==> src/rtl/neuron_pkg.sv <==
// Shared neuron definitions: FSM state encoding and the default weights/threshold
// so the synapse and neuron stages agree on them.
package neuron_pkg;

    typedef enum logic {
        INTEGRATE  = 1'b0,
        REFRACTORY = 1'b1
    } neuron_state_e;

    localparam int unsigned DEF_WIDTH          = 8;
    localparam int unsigned DEF_THRESHOLD      = 16;
    localparam int unsigned DEF_WEIGHT_EXC     = 4;
    localparam int unsigned DEF_WEIGHT_INH     = 3;
    localparam int unsigned DEF_LEAK_PERIOD    = 4;
    localparam int unsigned DEF_REFRACT_CYCLES = 3;

endpackage

==> src/rtl/neuron_leak_timer.sv <==
// Free-running leak counter 0..LEAK_PERIOD-1; leak_tick_o marks the last count.
// LEAK_PERIOD=0 disables the tick and holds the counter at zero.
module neuron_leak_timer
    import neuron_pkg::*;
#(
    parameter int unsigned LEAK_PERIOD = DEF_LEAK_PERIOD
) (
    input  logic clk,
    input  logic reset_i,
    output logic leak_tick_o
);

    localparam int unsigned CW   = (LEAK_PERIOD > 1) ? $clog2(LEAK_PERIOD) : 1;
    localparam int unsigned LAST = (LEAK_PERIOD == 0) ? 0 : LEAK_PERIOD - 1;

    logic [CW-1:0] r_cnt;
    logic          w_tick;

    assign w_tick      = (LEAK_PERIOD != 0) && (r_cnt == CW'(LAST));
    assign leak_tick_o = w_tick;

    always_ff @(posedge clk) begin
        if (reset_i || w_tick || (LEAK_PERIOD == 0)) begin
            r_cnt <= '0;
        end else begin
            r_cnt <= r_cnt + CW'(1);
        end
    end

endmodule

==> src/rtl/lif_neuron_core.sv <==
// Leaky integrate-and-fire neuron: integrates excitatory/inhibitory pulses with a
// periodic leak, fires a one-cycle spike at threshold, then goes refractory.
module lif_neuron_core
    import neuron_pkg::*;
#(
    parameter int unsigned WIDTH          = DEF_WIDTH,
    parameter int unsigned THRESHOLD      = DEF_THRESHOLD,
    parameter int unsigned WEIGHT_EXC     = DEF_WEIGHT_EXC,
    parameter int unsigned WEIGHT_INH     = DEF_WEIGHT_INH,
    parameter int unsigned LEAK_PERIOD    = DEF_LEAK_PERIOD,
    parameter int unsigned REFRACT_CYCLES = DEF_REFRACT_CYCLES
) (
    input  logic             clk,
    input  logic             reset_i,
    input  logic             excite_i,
    input  logic             inhibit_i,
    output logic             spike_o,
    output logic [WIDTH-1:0] potential_o,
    output logic             refractory_o
);

    localparam int unsigned SW = WIDTH + 2;
    localparam int unsigned RW = (REFRACT_CYCLES > 0) ? $clog2(REFRACT_CYCLES + 1) : 1;
    localparam logic [WIDTH-1:0] POT_MAX = '1;

    neuron_state_e    r_state;
    logic [WIDTH-1:0] r_pot;
    logic             r_spike;
    logic [RW-1:0]    r_rcnt;

    logic             w_leak_tick;
    logic [SW-1:0]    w_sum;
    logic [WIDTH-1:0] w_clamp;
    logic             w_fire;

    neuron_leak_timer #(
        .LEAK_PERIOD (LEAK_PERIOD)
    ) u_leak_timer (
        .clk         (clk),
        .reset_i     (reset_i),
        .leak_tick_o (w_leak_tick)
    );

    // Two's-complement net sum in WIDTH+2 bits: top bit flags underflow, bit WIDTH overflow.
    assign w_sum = {2'b00, r_pot}
                 + (excite_i    ? SW'(WEIGHT_EXC) : SW'(0))
                 - (inhibit_i   ? SW'(WEIGHT_INH) : SW'(0))
                 - (w_leak_tick ? SW'(1)          : SW'(0));

    always_comb begin
        w_clamp = w_sum[WIDTH-1:0];
        if (w_sum[SW-1]) begin
            w_clamp = '0;
        end else if (w_sum[WIDTH]) begin
            w_clamp = POT_MAX;
        end
    end

    assign w_fire = (w_clamp >= WIDTH'(THRESHOLD));

    always_ff @(posedge clk) begin
        if (reset_i) begin
            r_state <= INTEGRATE;
            r_pot   <= '0;
            r_spike <= 1'b0;
            r_rcnt  <= '0;
        end else begin
            case (r_state)
                INTEGRATE: begin
                    if (w_fire) begin
                        r_spike <= 1'b1;
                        r_pot   <= '0;
                        if (REFRACT_CYCLES != 0) begin
                            r_state <= REFRACTORY;
                            r_rcnt  <= RW'(REFRACT_CYCLES);
                        end
                    end else begin
                        r_spike <= 1'b0;
                        r_pot   <= w_clamp;
                    end
                end
                REFRACTORY: begin
                    // Inputs and leak ticks are dropped, not queued.
                    r_spike <= 1'b0;
                    r_pot   <= '0;
                    if (r_rcnt == RW'(1)) begin
                        r_state <= INTEGRATE;
                        r_rcnt  <= '0;
                    end else begin
                        r_rcnt <= r_rcnt - RW'(1);
                    end
                end
                default: r_state <= INTEGRATE;
            endcase
        end
    end

    assign spike_o      = r_spike;
    assign potential_o  = r_pot;
    assign refractory_o = (r_state == REFRACTORY);

endmodule

==> config.mk <==
export PLATFORM = sky130hd
export DESIGN_NAME = lif_neuron_core
export DESIGN_NICKNAME = d
export VERILOG_FILES = /design/src/rtl/neuron_pkg.sv /design/src/rtl/neuron_leak_timer.sv /design/src/rtl/lif_neuron_core.sv
export SDC_FILE = /design/constraint.sdc
export NUM_CORES = 1
export LEC_CHECK = 0
export BUFFER_PORTS_ARGS = -buffer_cell sky130_fd_sc_hd__buf_2
export CORE_UTILIZATION = 54
export DETAILED_ROUTE_END_ITERATION = 10
export PLACE_DENSITY = 0.87
export SYNTH_ARGS = -nofsm -noshare
export SYNTH_HDL_FRONTEND = slang
export SYNTH_HIERARCHICAL = 1
export SYNTH_SLANG_ARGS = --single-unit
==> constraint.sdc <==
create_clock -name clk -period 3.75 [get_ports clk]
set_clock_uncertainty 0.05 [all_clocks]
set_input_delay 0.375 -clock clk [delete_from_list [all_inputs] [get_ports clk]]
set_output_delay 0.375 -clock clk [all_outputs]
set_load 0.01 [all_outputs]
==> impl_metrics.tcl <==
set metrics [dict create \
    die_area_um2 1790 \
    crit_type "reg2reg" \
    drc 0 \
    yosysWarnings 6 \
    antennaDiodeCount 0 \
    ios 14 \
    synth.area.top_cells "dfxtp_1 (32%), ha_1 (14%), fa_1 (6.9%), inv_1 (6.9%), a2111oi_1 (3.4%)" \
    instances_no_fill 130 \
    power.switching_uw 134 \
    peakVddDrop_v 0.000214 \
    utilization 0.667 \
    fp.coreArea_um2 1510 \
    synthDistinctLibCells 37 \
    routedWlPerCell_um 11.5 \
    cts_buffer_depth 2 \
    synth_top_area_cell "dfxtp_1" \
    r2r_slack_ps 310 \
    p_seq_frac 0.452 \
    grt_start_max_net_pins 10 \
    cp.required_ps 3860 \
    routabilityCongestion 0.791 \
    antenna_found_initial 0 \
    dp_cells 126 \
    r2r_end "potential_o[1]" \
    viasPerCell 5.45 \
    die_h_um 42.3 \
    hold_path_depth 2 \
    hold_path_startpoint "reset_i" \
    synthesis.area_um2 876 \
    ys_seq_area_frac 0.320 \
    grt_pass1_vias 659 \
    reg2reg_from "u_leak_timer/r_cnt[0]" \
    insertion_delay_ps 290 \
    cts_tree "built" \
    p_clk_frac 0.276 \
    drv_cap 0 \
    power.internal_uw 274 \
    cts_hold_buffers 0 \
    overflow 0 \
    cts.sinks 14 \
    initial_utilization 0.581 \
    clkTransAtPathRegs_ps 90 \
    track_usage 0.199 \
    yosysTopAreaCellShare 0.320 \
    cp-start-kind "flip-flop" \
    arrival_ps 3540 \
    status "complete, no violations" \
    fmax_mhz 291 \
    syn_avg_cell_area_um2 9.22 \
    end_kind "flip-flop" \
    num_vias 709 \
    first_pass_iters 4 \
    areaGrowthSynthToFinish_pct 14.7 \
    post_cts_buffers 0 \
    numCtsBuffers 3 \
    p_leak_nw 0.479 \
    ant_nets 0 \
    post-synth-top-count-cell "inv_1" \
    dp_hpwl_mm 1.21 \
    ff2ff_path_depth 12 \
    p_per_area_nw_per_um2 406 \
    cts_max_level 1 \
    rsz0062_at_grt "no" \
    swShare 0.328 \
    async_reset_ff_frac 0 \
    syn_inst 95 \
    synth-main-ff-cell "dfxtp_1" \
    slew_viol_final 0 \
    finalHoldViolCount 0 \
    period_needed_ps 3440 \
    grt_pass1_wl_mm 2.66 \
    hp-class "in2reg" \
    holdWs_ps 280 \
    drt_iter0_drc 11 \
    final_nets 132 \
    portBuffers 13 \
    rows 14 \
    min_period_over_period 0.917 \
    cp_max_fo 4 \
    routed_wl_mm 1.50 \
    finalSetupViolations 0 \
    synthTopCellsByCount "inv_1 (16), dfxtp_1 (14), ha_1 (10)" \
    synth_edf_count 0 \
    finalSetupTns_ps 0 \
    drive_gt1_frac 0.193 \
    p_comb_frac 0.272 \
    die_w_um 42.3 \
    min_to "u_leak_timer/r_cnt[0]" \
    ctsResizeCount 0 \
    cts-root-buf "clkbuf_4" \
    ys_seq_elements 14 \
]
registers in the layout, indices dropped and copies added (netlist names):
| register | flops |
|---|---|
| spike_o | 1 |
| refractory_o | 1 |
| potential_o | 8 |
| u_leak_timer/r_cnt | 2 |
| r_rcnt | 2 |
power by group through the flow:
| stage | Clock (mW) | Combinational (mW) | Sequential (mW) |
|---|---|---|---|
| finish | 0.113 | 0.111 | 0.184 |
| CTS | 0.115 | 0.111 | 0.184 |
| detailed placement | 0 | 0.111 | 0.187 |
| floorplan | 0 | 0.0851 | 0.184 |
| global placement | 0 | 0.106 | 0.186 |
| global route | 0.121 | 0.126 | 0.187 |
cells by family (layout without fill, tap and decap cells):
kind of cell / count (synthesis) / after routing / share of synthesized area
flip-flops: 14 / 14 / 0.320
other: 1 / 4 / 0.00428
XOR/XNOR: 1 / 1 / 0.0100
adder cells (fa/ha/maj): 13 / 13 / 0.211
AO/OA/AOI/OAI: 25 / 25 / 0.206
AND/OR/NAND/NOR: 24 / 24 / 0.176
buffers and inverters: 17 / 33 / 0.0729
how the worst max path moves through the flow:
stage | cells after the start | from | endpoint | slack [ps]
finish | 12 | u_leak_timer/r_cnt[0] | potential_o[1] | 310
global route | 12 | u_leak_timer/r_cnt[0] | potential_o[1] | 100
CTS | 12 | u_leak_timer/r_cnt[0] | potential_o[1] | 320
detailed placement | 12 | u_leak_timer/r_cnt[0] | potential_o[1] | 330
global placement | 12 | u_leak_timer/r_cnt[0] | potential_o[0] | 500
floorplan | 12 | u_leak_timer/r_cnt[0] | potential_o[0] | 650
placed cells by master (no fill, tap or decap):
master	count
nand4_1	1
clkbuf_4	3
o21a_1	1
a211oi_2	1
fa_1	3
a2111oi_1	3
nor3_1	2
a31oi_1	2
nor2_1	5
nor3_2	1
nand2_2	1
o21ai_0	3
clkbuf_8	1
nor4_1	1
nor3b_2	1
o221ai_1	1
or2_1	1
a21oi_1	6
o31ai_1	2
ha_1	10
o211ai_1	1
nand2_1	1
and3b_1	1
conb_1	4
a21o_1	2
inv_1	16
a21boi_1	1
nand4_2	1
dfxtp_1	14
o21bai_1	1
buf_2	13
nand3b_1	1
xor2_1	1
or3_1	1
o2111a_1	1
and4_1	1
nand3_1	1
nor2b_1	1
nand2b_1	3
critical path: stages (launching register included):
cell and delay [ps]:
dfxtp_1 330, ha_1 260, fa_1 390, fa_1 360, inv_1 60, ha_1 150, inv_1 50, fa_1 390
nand2b_1 180, a211oi_2 300, or3_1 180, nand4_2 140, a2111oi_1 470
per-stage QoR:
step           instance area, um^2  worst slack [ps]  power, mW
2_1_floorplan                  887               650      0.269
3_3_place_gp                   968               502      0.292
3_5_place_dp                   968               335      0.298
4_1_cts                       1000               325      0.410
5_1_grt                       1000              95.8      0.434
6_report                      1000               312      0.408
area by class of cell:
class,instances,area (um^2)
clock buffer,4,36.3
fill,123,502
multi-input combinational,67,543
tap,16,20.0
inverter,16,60.1
sequential,14,280
timing repair buffer,13,65.1
routing by layer:
| metal | track usage | part of all wire | wire [um] | vias to the layer above |
|---|---|---|---|---|
| met5 | 0 | 0 | 0 | - |
| met4 | 0.0563 | 0.0087 | 13 | 0 |
| met3 | 0.0647 | 0.053 | 80 | 2 |
| met2 | 0.332 | 0.46 | 695 | 22 |
| met1 | 0.246 | 0.47 | 712 | 313 |
| li1 | - | - | - | 372 |
Note: power is estimated with default switching activity, not from simulation.
